## config.mk

```make
export PLATFORM = sky130hd
export DESIGN_NAME = mem_arbiter
export DESIGN_NICKNAME = d
export VERILOG_FILES = /design/src/rtl/mem_arbiter.sv
export SDC_FILE = /design/constraint.sdc
export NUM_CORES = 1
export LEC_CHECK = 0
export CAP_MARGIN = 5
export CORE_MARGIN = 1.5
export CORE_UTILIZATION = 38
export DETAILED_ROUTE_END_ITERATION = 12
export GPL_ROUTABILITY_DRIVEN = 0
export PLACE_DENSITY = 0.77
export SLEW_MARGIN = 20
export SYNTH_ARGS = -nofsm -noshare
export SYNTH_HDL_FRONTEND = slang
export SYNTH_SLANG_ARGS = --single-unit
```

## constraint.sdc

```tcl
create_clock -name clk -period 2 [get_ports clk]
set_input_delay 0.4 -clock clk [delete_from_list [all_inputs] [get_ports clk]]
set_output_delay 0.4 -clock clk [all_outputs]
set_load 0.005 [all_outputs]
```

## src/rtl/mem_arbiter.sv

```systemverilog
`default_nettype none
// ============================================================================
// Module   : mem_arbiter
// Purpose  : Shares one single-port memory between the IF-stage fetch port
//            and the MEM-stage data port. Each access takes a fixed latency.
//            The optional macro MEM_ARB_RR_EN enables round-robin arbitration
//            when both ports request together.
// Revision : 1.0 - initial release
// ============================================================================
module mem_arbiter #(
    parameter int ADDR_W  = 32,
    parameter int DATA_W  = 32,
    parameter int MEM_LAT = 2
) (
    input  logic              clk,
    input  logic              rst,
    input  logic              ifReq,
    input  logic [ADDR_W-1:0] ifAddr,
    output logic [DATA_W-1:0] ifRdata,
    output logic              ifAck,
    output logic              ifStall,
    input  logic              dReq,
    input  logic              dWe,
    input  logic [ADDR_W-1:0] dAddr,
    input  logic [DATA_W-1:0] dWdata,
    output logic [DATA_W-1:0] dRdata,
    output logic              dAck,
    output logic              memCe,
    output logic              memWe,
    output logic [ADDR_W-1:0] memAddr,
    output logic [DATA_W-1:0] memWdata,
    input  logic [DATA_W-1:0] memRdata
);

    typedef enum logic [1:0] {
        S_IDLE   = 2'd0,
        S_ACCESS = 2'd1,
        S_RESP   = 2'd2
    } state_t;

    localparam logic       OWN_IF   = 1'b0;
    localparam logic       OWN_D    = 1'b1;
    localparam logic [3:0] C_LAT_M1 = 4'(MEM_LAT - 1);

    state_t            state_q,    state_d;
    logic [3:0]        count_q,    count_d;
    logic              owner_q,    owner_d;
    logic [ADDR_W-1:0] addr_q,     addr_d;
    logic              we_q,       we_d;
    logic [DATA_W-1:0] wdata_q,    wdata_d;
    logic [DATA_W-1:0] if_rdata_q, if_rdata_d;
    logic [DATA_W-1:0] d_rdata_q,  d_rdata_d;
    logic              if_ack_q,   if_ack_d;
    logic              d_ack_q,    d_ack_d;
    logic              mem_ce_q,   mem_ce_d;
    logic              grant;

`ifdef MEM_ARB_RR_EN
    logic last_q, last_d;

    // On a tie the port that lost the previous grant wins.
    always_comb begin
        if (dReq && ifReq) grant = ~last_q;
        else               grant = dReq ? OWN_D : OWN_IF;
    end
`else
    always_comb grant = dReq ? OWN_D : OWN_IF;
`endif

    always_comb begin
        state_d    = state_q;
        count_d    = count_q;
        owner_d    = owner_q;
        addr_d     = addr_q;
        we_d       = we_q;
        wdata_d    = wdata_q;
        if_rdata_d = if_rdata_q;
        d_rdata_d  = d_rdata_q;
        if_ack_d   = 1'b0;
        d_ack_d    = 1'b0;
        mem_ce_d   = mem_ce_q;
`ifdef MEM_ARB_RR_EN
        last_d     = last_q;
`endif
        case (state_q)
            S_IDLE: begin
                if (dReq || ifReq) begin
                    owner_d  = grant;
                    count_d  = C_LAT_M1;
                    mem_ce_d = 1'b1;
                    state_d  = S_ACCESS;
`ifdef MEM_ARB_RR_EN
                    last_d   = grant;
`endif
                    if (grant == OWN_D) begin
                        addr_d  = dAddr;
                        we_d    = dWe;
                        wdata_d = dWdata;
                    end else begin
                        addr_d  = ifAddr;
                        we_d    = 1'b0;
                    end
                end
            end
            S_ACCESS: begin
                if (count_q == 4'd0) begin
                    mem_ce_d = 1'b0;
                    state_d  = S_RESP;
                    if (owner_q == OWN_IF) begin
                        if_rdata_d = memRdata;
                        if_ack_d   = 1'b1;
                    end else begin
                        if (!we_q) d_rdata_d = memRdata;
                        d_ack_d = 1'b1;
                    end
                end else begin
                    count_d = count_q - 4'd1;
                end
            end
            S_RESP: begin
                state_d = S_IDLE;
            end
            default: begin
                state_d  = S_IDLE;
                mem_ce_d = 1'b0;
            end
        endcase
    end

    always_ff @(posedge clk or negedge rst) begin
        if (!rst) begin
            state_q    <= S_IDLE;
            count_q    <= 4'd0;
            owner_q    <= OWN_IF;
            addr_q     <= '0;
            we_q       <= 1'b0;
            wdata_q    <= '0;
            if_rdata_q <= '0;
            d_rdata_q  <= '0;
            if_ack_q   <= 1'b0;
            d_ack_q    <= 1'b0;
            mem_ce_q   <= 1'b0;
`ifdef MEM_ARB_RR_EN
            last_q     <= OWN_D;
`endif
        end else begin
            state_q    <= state_d;
            count_q    <= count_d;
            owner_q    <= owner_d;
            addr_q     <= addr_d;
            we_q       <= we_d;
            wdata_q    <= wdata_d;
            if_rdata_q <= if_rdata_d;
            d_rdata_q  <= d_rdata_d;
            if_ack_q   <= if_ack_d;
            d_ack_q    <= d_ack_d;
            mem_ce_q   <= mem_ce_d;
`ifdef MEM_ARB_RR_EN
            last_q     <= last_d;
`endif
        end
    end

    assign ifRdata  = if_rdata_q;
    assign ifAck    = if_ack_q;
    assign ifStall  = ifReq & ~if_ack_q;
    assign dRdata   = d_rdata_q;
    assign dAck     = d_ack_q;
    assign memCe    = mem_ce_q;
    assign memWe    = mem_ce_q & we_q;
    assign memAddr  = mem_ce_q ? addr_q  : '0;
    assign memWdata = mem_ce_q ? wdata_q : '0;

endmodule

`default_nettype wire

```

==> impl_metrics.yaml, run 1 <==
outcome:
  run_status: "complete, but fails checks"
  violated_checks: "negative setup slack"
timing:
  report.final.setup_viol: 20
  setup_repair_after_global_routing_missed_its_margin: "yes"
  tightest_slew_ns: 0.5976
  setup_ws_ns: -0.04642
  finalHoldViolCount: 0
  fin_crit_sh_pct: 102.3
  max_freq_mhz: 488.7
  slew-limit-headroom_pct: 60.16
  layout_min_cycle_time_ns: 2.046
  maxSlewViolCount: 0
  max_clock_skew_ns: 0.006135
  hold_slack_ns: 0.4005
  totalNegativeSetupSlack_ns: -0.4325
synthesis:
  ys_dominant_reg_cell: "dfrtp_1"
  syn_nets: 598
  seq_area_frac_synth_pct: 57.83
  syn_avg_cell_area_sq_um: 12.99
  synth.ff_latch_count: 139
  synth-edff-count: 0
  synthesis.yosys.warnings: 0
  synth_cell_type_count: 33
  netlist_instances: 463
  synthArstFlopShare_pct: 100.0
  synth.cell_area_sq_um: 6015
clock_tree:
  cts_buffer_depth: 2
  worst_skew_pair.late_latency_ns: 0.41
  tritoncts.num_buffers: 17
  cts_max_level: 4
  clock_tree_from_tritoncts: "done"
  clk_pin_slew_worst_paths_ns: 0.06
  clock-root-buffer: "clkbuf_16"
  clock-sinks: 139
global_route:
  grt_first_pass_wirelength_um: 25700
  largest_net_degree_at_the_start_of_global_routing: 48
  met3_track_usage_gr_pct: 8.732
  global_route.usage.total_pct: 20.30
  first_global_vias: 5030
  global_route.usage.met2_pct: 34.98
  grt_antenna_before_repair: 0
  most_heavily_used_metal_layer_in_global_routing: "met2"
  grtUsageMet1_pct: 22.20
  grt_total_ovfl: 0
detailed_routing:
  remaining_drc_errors: 0
  ant_nets: 0
  drt_pre_antenna_iters: 4
  detail_route.vias_per_cell: 4.885
  totalWireLength_um: 17190
  drt_iter0_drc: 97
  num_vias: 4709
  routedWlPerCell_um: 17.83
die:
  die_outline_area_sq_um: 16590
  coreArea_sq_um: 15310
  core.rowCount: 45
  floorplan.initialDensity_pct: 39.27
  die_height_um: 128.8
  design.portCount: 266
  die_w_um: 128.8
cells_and_area:
  multi_input_comb_area_sq_um: 2511
  final_cells: 964
  antenna-diode-count: 0
  fillerInstances: 1186
  area_growth_pct: 65.92
  sequential_cell_area_sq_um: 3480
  nNetsFinal: 876
  drive_gt1_share_pct: 21.91
placed_design:
  dp_worst_setup_slack_ns: -0.05813
  port-buffer-count: 265
  dp.cells: 922
  dp_hpwl_um: 11650
pwr:
  worst_ir_drop_vdd_mv: 0.8064
  total_power_mw: 15.21
  pwr_density_cell_nw_per_um2: 1524
  leakagePower_nw: 4.595
job:
  maxCapViolCount: 0
worst_hold_path:
  worst_hold_path_type: "primary input to flop"
critical_path:
  timing.setup.critical_path_class: "flop to flop"
  critical_path_peak_fanout: 8
  cp_data_required_time_ns: 2.30
  timing.critical_path.to_type: "flop"
  startpoint_type_of_the_worst_setup_path: "flop"
  worstPathArrival_ns: 2.34
  regToRegSetupSlack_ns: -0.05
==> state kept, by name (all words and copies together), names as in the netlist <==
register and flops:
memCe 1, count_q 4, state_q 2, ifAck 1, owner_q 1, addr_q 32
dRdata 32, wdata_q 32, ifRdata 32, dAck 1, we_q 1
==> cell type report <==
class,instances,share of cell area [%]
Multi-Input combinational cell,291,25.16
Timing Repair Buffer,290,30.86
Tap cell,211,2.645
Clock inverter,12,1.956
Clock buffer,19,4.438
Inverter,2,0.07523
Sequential cell,139,34.87
==> report_power, final <==
part	total, mW	leakage (nW)	switching (mW)	internal (mW)
clock network	3.39	0.313	1.15	2.23
registers	5.01	1.65	0.768	4.24
logic	6.81	2.63	2.44	4.36
total	15.2	4.60	4.37	10.8
==> cells in the mapped netlist, types with 2 or more instances <==
library cell,n,area share [%]
nand2_1,2,0.12
nor2b_1,2,0.21
mux2i_1,32,5.3
buf_2,10,0.83
clkbuf_1,18,1.1
mux2_2,97,18
and2_1,66,6.9
o21ai_1,5,0.42
nand3_1,2,0.17
dfrtp_1,139,58
ha_1,2,0.42
nor2_1,3,0.19
buf_6,3,0.56
inv_1,2,0.12
o21ai_0,62,5.2
==> through the flow <==
step	util [%]	instance area, sq um
final	65.16	9980
after global routing	65.16	9980
after CTS	63.03	9653
after detailed placement	58.68	8987
after global placement	58.68	8987
after floorplan	-	6015
==> layout by cell type (no fill, tap or decap), types with 2 or more instances in the layout <==
| master | count |
|---|---|
| o21ai_0 | 62 |
| clkinv_2 | 4 |
| inv_2 | 2 |
| nor2_1 | 2 |
| and2_1 | 65 |
| buf_16 | 2 |
| clkdlybuf4s50_1 | 197 |
| buf_12 | 8 |
| dlygate4sd2_1 | 31 |
| buf_6 | 4 |
| mux2i_1 | 32 |
| clkdlybuf4s15_1 | 12 |
| nand2_1 | 2 |
| nand3_1 | 2 |
| clkbuf_16 | 21 |
| mux2_2 | 67 |
| o21ai_1 | 4 |
| mux2_4 | 30 |
| buf_4 | 7 |
| nor2b_1 | 2 |
| dlymetal6s2s_1 | 23 |
| bufinv_16 | 5 |
| dfrtp_1 | 138 |
==> metal layers <==
metal,share of wire (%),routed length [um]
met5,0,0
met4,2.2,377
met3,9.6,1654
met2,49,8437
met1,39,6716
==> kinds of logic after synthesis <==
family / Yosys count / synth area share, %
simple gates: 86 / 9.112
mux: 129 / 23.49
compound gates: 74 / 6.512
flops: 139 / 57.83
fa+ha+maj: 2 / 0.4160
buf+inv: 33 / 2.642
==> critical path: stages (launching register included) <==
cell and delay [ns]:
dfrtp_1 0.39, inv_2 0.10, ha_4 0.14, or3b_4 0.40
nor3_4 0.24, buf_12 0.17, clkbuf_16 0.17, mux2_2 0.33
==> final timing paths <==
path,cells past startpoint,endpoint,from
max,7,ifRdata[30],count_q[0]
min reg2reg,1,wdata_q[0],wdata_q[0]
min in group asynchronous,2,ifRdata[27],rst
max in group asynchronous,3,memCe,rst
min,3,state_q[0],dReq
max reg2reg,7,ifRdata[30],count_q[0]
==> timing repair <==
item	in CTS	in global routing
endpoints found under the setup margin	88	57
resized for setup	48	73
hold endpoints to repair	38	0
hold buffers	1	0
buffers inserted	2	2
gates cloned	2	4
pin swaps	1	1
Note: power is estimated with default switching activity, not from simulation.
==> inputs of run 2 (changes only) <==
CORE_UTILIZATION = 32   (was 38)
PLACE_DENSITY = 0.66   (was 0.77)
==> impl_metrics.yaml, run 2 (synthesized netlist as in run 1, its figures left out) <==
global_route:
  largest_net_degree_at_the_start_of_global_routing: 54
  grt_antenna_before_repair: 0
  grt_first_pass_wirelength_um: 26910
  global_route.usage.total_pct: 17.46
  first_global_vias: 5201
  grt_total_ovfl: 0
cells_and_area:
  antenna-diode-count: 0
  final_cells: 983
  area_growth_pct: 62.66
  layout.cells.most_common: "clkdlybuf4s50_1"
  drive_gt1_share_pct: 21.49
  final_cell_mix: "clkdlybuf4s50_1 (220), dfrtp_1 (138), mux2_2 (97), and2_1 (66), o21ai_0 (62)"
  nNetsFinal: 876
clock_tree:
  clock-sinks: 139
  clk_pin_slew_worst_paths_ns: 0.06
  worst_skew_pair.late_latency_ns: 0.41
  cts_buffer_depth: 2
  cts_max_level: 4
  clock_tree_from_tritoncts: "done"
  clock-root-buffer: "clkbuf_16"
  tritoncts.num_buffers: 17
die:
  core.rowCount: 49
  floorplan.initialDensity_pct: 33.03
  coreArea_sq_um: 18210
  die_height_um: 140.1
  die_outline_area_sq_um: 19630
  die_w_um: 140.1
  design.portCount: 266
critical_path:
  critical_path_peak_fanout: 14
  timing.setup.critical_path_class: "flop to output port"
  worstPathArrival_ns: 1.69
  cp_data_required_time_ns: 1.60
  startpoint_type_of_the_worst_setup_path: "flop"
  timing.critical_path.to_type: "output port"
timing:
  max_freq_mhz: 478.8
  slew-limit-headroom_pct: 68.64
  layout_min_cycle_time_ns: 2.089
  tightest_slew_ns: 0.4704
  fin_crit_sh_pct: 104.4
  max_clock_skew_ns: 0.007170
  hold_slack_ns: 0.4946
  finalHoldViolCount: 0
  setup_ws_ns: -0.08872
  maxSlewViolCount: 0
  report.final.setup_viol: 23
  setup_repair_after_global_routing_missed_its_margin: "yes"
detailed_routing:
  detailroute.wirelength.met3_um: 1579
  wl_met2_um: 8652
  num_vias: 4713
  routedWlPerCell_um: 17.55
  wl_met1_um: 6755
  drt_iter0_drc: 111
  totalWireLength_um: 17260
  ant_nets: 0
  detail_route.vias_per_cell: 4.795
  drt_pre_antenna_iters: 4
  max_layer_used: "met4"
  remaining_drc_errors: 0
pwr:
  worst_ir_drop_vdd_mv: 0.7772
  leakagePower_nw: 4.435
  pwr_density_cell_nw_per_um2: 1488
  total_power_mw: 14.56
placed_design:
  port-buffer-count: 265
  dp.cells: 945
  dp_worst_setup_slack_ns: 0.02171
  dp_hpwl_um: 12110
outcome:
  violated_checks: "negative setup slack"
  run_status: "complete, but fails checks"
worst_hold_path:
  worst_hold_path_type: "primary input to asynchronous set/reset pin"
job:
  maxCapViolCount: 0
==> run 2: timing repair <==
item / in CTS / in global routing
setup buffers: 0 / 1
cloned: 0 / 4
setup endpoints to repair: 65 / 106
hold buffers: 1 / 0
endpoints found under the hold margin: 39 / 0
resized for setup: 15 / 32
pin swaps: 0 / 1
==> run 2: worst paths after layout <==
check / from / endpoint / slack (ns) / depth (start not counted)
worst max-delay path: memCe / memAddr[1] / -0.09 / 3
worst min-delay path: rst / dRdata[22] / 0.49 / 2
worst max register to register: count_q[1] / ifRdata[28] / 0.06 / 7
worst min register to register: wdata_q[0] / wdata_q[0] / 0.50 / 1
max in group asynchronous: rst / memCe / 0.96 / 3
min in group clk: wdata_q[0] / wdata_q[0] / 0.50 / 1
==> run 2: per-layer routing <==
| layer | up-vias | track usage (%) |
|---|---|---|
| met5 | - | 0 |
| met4 | 0 | 5.983 |
| met3 | 20 | 7.692 |
| met2 | 186 | 29.98 |
| met1 | 2328 | 19.31 |
| li1 | 2179 | - |
==> run 2: layout make-up <==
| type | instances | area [sq um] |
|---|---|---|
| repair buffers | 290 | 3054 |
| well taps | 229 | 286.5 |
| inverters | 2 | 7.507 |
| flip-flops and latches | 139 | 3480 |
| clock buffers | 20 | 456.7 |
| fillers | 1574 | 8426 |
| multi-input cells | 291 | 2384 |
| clock inverters | 12 | 115.1 |
==> run 2: metrics by stage <==
stage                     utilization [%]  cell area [sq um]  setup TNS (ns)
after global routing                53.73               9783          -3.405
after detailed placement            49.62               9035               0
after floorplan                         -               6015               0
final                               53.73               9783          -1.256
after CTS                           52.71               9598          -5.180
after global placement              49.62               9035               0
==> run 2: worst max-delay path, cell delays in order, from the launching register on <==
cell and delay [ns]:
dfrtp_2 0.43, buf_6 0.17, and2_1 0.15, clkdlybuf4s50_1 0.53
==> run 2: power by group <==
part           total (mW)  switching, mW  leakage, nW  internal [mW]
Clock                3.01           1.22        0.273           1.79
Sequential           4.98          0.741         1.65           4.24
Combinational        6.57           2.36         2.51           4.20
==> patch (config.mk and constraints of run 1) <==
Re-encode `state_t` (3 states) as one-hot, 3 bits wide.
--- a/src/rtl/mem_arbiter.sv
+++ b/src/rtl/mem_arbiter.sv
@@ -34,6 +34,6 @@
 
-    typedef enum logic [1:0] {
-        S_IDLE   = 2'd0,
-        S_ACCESS = 2'd1,
-        S_RESP   = 2'd2
+    typedef enum logic [2:0] {
+        S_IDLE   = 3'b001,
+        S_ACCESS = 3'b010,
+        S_RESP   = 3'b100
     } state_t;
Function: no difference found for any inputs over 4 cycles, from zero or initial values and one cycle with rst low; so few cycles prove little.
==> patch against run 1 <==
  * The run still ends with setup timing left
  * Design area decreased by 0.73%
  * Routed wire length increased by 1.6%
  * Core utilization decreased by 2.3 points
  * Sequential cell count increased by 1
  * Count of clock-buffer cells in the layout increased by 1
  * Power decreased by 8.1%
  * Area after synthesis increased by 1.5%
  * Setup slack improved by 0.027 ns
  * Critical endpoint is now ifRdata[11]
  * Largest cell class unchanged
  * Largest power group unchanged
==> patch: results (changes against run 1) <==
sta:
  max_slew_margin_pct: 71.6  # +11 points
  setup_viol: 14  # -30%
  hold-worst-slack_ns: 0.461  # +0.0606 ns
  finClkSkew_ns: 0.00632  # +0.000188 ns
  setup_ws_ns: -0.0190  # +0.0275 ns
route:
  wirelength_mm: 17.5  # +1.6%
  wl_met3_mm: 1.44  # -13%
  vias: 4866  # +3.3%
  dr_wl_met2_mm: 9.05  # +7.2%
  drtIter0Drc: 142  # +46%
pwr:
  internal_power_uw: 9850  # -9.1%
  pg_clk_uw: 3130  # -7.7%
  p_sw_uw: 4130  # -5.4%
  combPwrFrac_pct: 42.6  # -2.2 points
global_routing:
  grt_use_met1_pct: 22.0  # -0.19 points
  grt_first_pass_wirelength_mm: 26.3  # +2.3%
  use_met3_pct: 7.38  # -1.4 points
  grt_pass1_vias: 5197  # +3.3%
  grt_max_degree: 49  # +2.1%
  track_usage_pct: 20.3  # +0.043 points
place:
  dp_hpwl_mm: 12.0  # +2.6%
layout:
  final_layout_size_suffix_gt1_share_pct: 21.9  # about the same
outcome:
  violations: "setup timing"
  status: "finished, violations left"
logic_synthesis:
  synth_cell_type_count: 39  # +18%
  ys_top_cells_by_count: "139 x dfrtp_1, 95 x mux2_2, 66 x a21oi_1, 66 x and2_1, 32 x mux2i_1"
  synth_fp_nets: 607  # +1.5%
  synth-seq-area-share_pct: 57.4  # -0.43 points
  synth_top_cells_by_area: "dfrtp_1 57%, mux2_2 18%, and2_1 6.8%"
worst_setup_path:
  cp_data_arrival_time_ns: 2.31  # -0.03 ns
worst_hold_path:
  holdCritPathClass: "in2async"
die:
  rows: 46  # +2.2%
[patch: cell families after synthesis]
family	count (synthesis)	synth area share (%)
compound gates	77	6.84
fa+ha+maj	2	0.410
buf+inv	38	3.05
flops	140	57.4
mux	128	23.0
simple gates	87	9.34
[patch: layout make-up]
| cell class | count | share of cell area (%) |
|---|---|---|
| Tap cell | 216 | 2.73 |
| Clock inverter | 10 | 1.43 |
| Sequential cell | 140 | 35.4 |
| Clock buffer | 20 | 4.51 |
| Multi-Input combinational cell | 294 | 25.3 |
| Inverter | 5 | 0.189 |
| Timing Repair Buffer | 298 | 30.5 |
[patch: worst paths after layout]
path | end | cells past startpoint | startpoint
setup / recovery | ifRdata[11] | 7 | count_q[0]
hold / removal | dRdata[8] | 2 | rst
setup reg to reg | ifRdata[11] | 7 | count_q[0]
hold reg to reg | ifRdata[17] | 1 | ifRdata[17]
max in group asynchronous | state_q[0] | 3 | rst
min in group clk | ifRdata[17] | 1 | ifRdata[17]
[patch: repair_timing]
action	CTS	global route
endpoints found under the setup margin	97	34
resized for setup	71	22
setup buffers	5	5
endpoints found under the hold margin	30	0
pin swaps	1	2
hold buffers	1	0
gates cloned	3	2
[patch: critical path, cell delays in order, from the launching register on]
cell	delay, ns
dfrtp_1	0.39
inv_2	0.09
ha_4	0.14
or3b_4	0.41
nor3_4	0.23
buf_6	0.16
clkbuf_16	0.16
mux2_2	0.33
[patch: per-stage QoR]
step	TNS, ns	cells	worst slack, ns	area, sq um
final	-0.123	983	-0.0190	9910
after floorplan	-0.231	472	-0.00928	6130
after global placement	0	937	0.0453	9090
after global routing	-1.46	983	-0.0624	9910
after CTS	-0.0000462	976	-0.0000462	9750
after detailed placement	-0.443	937	-0.0278	9090
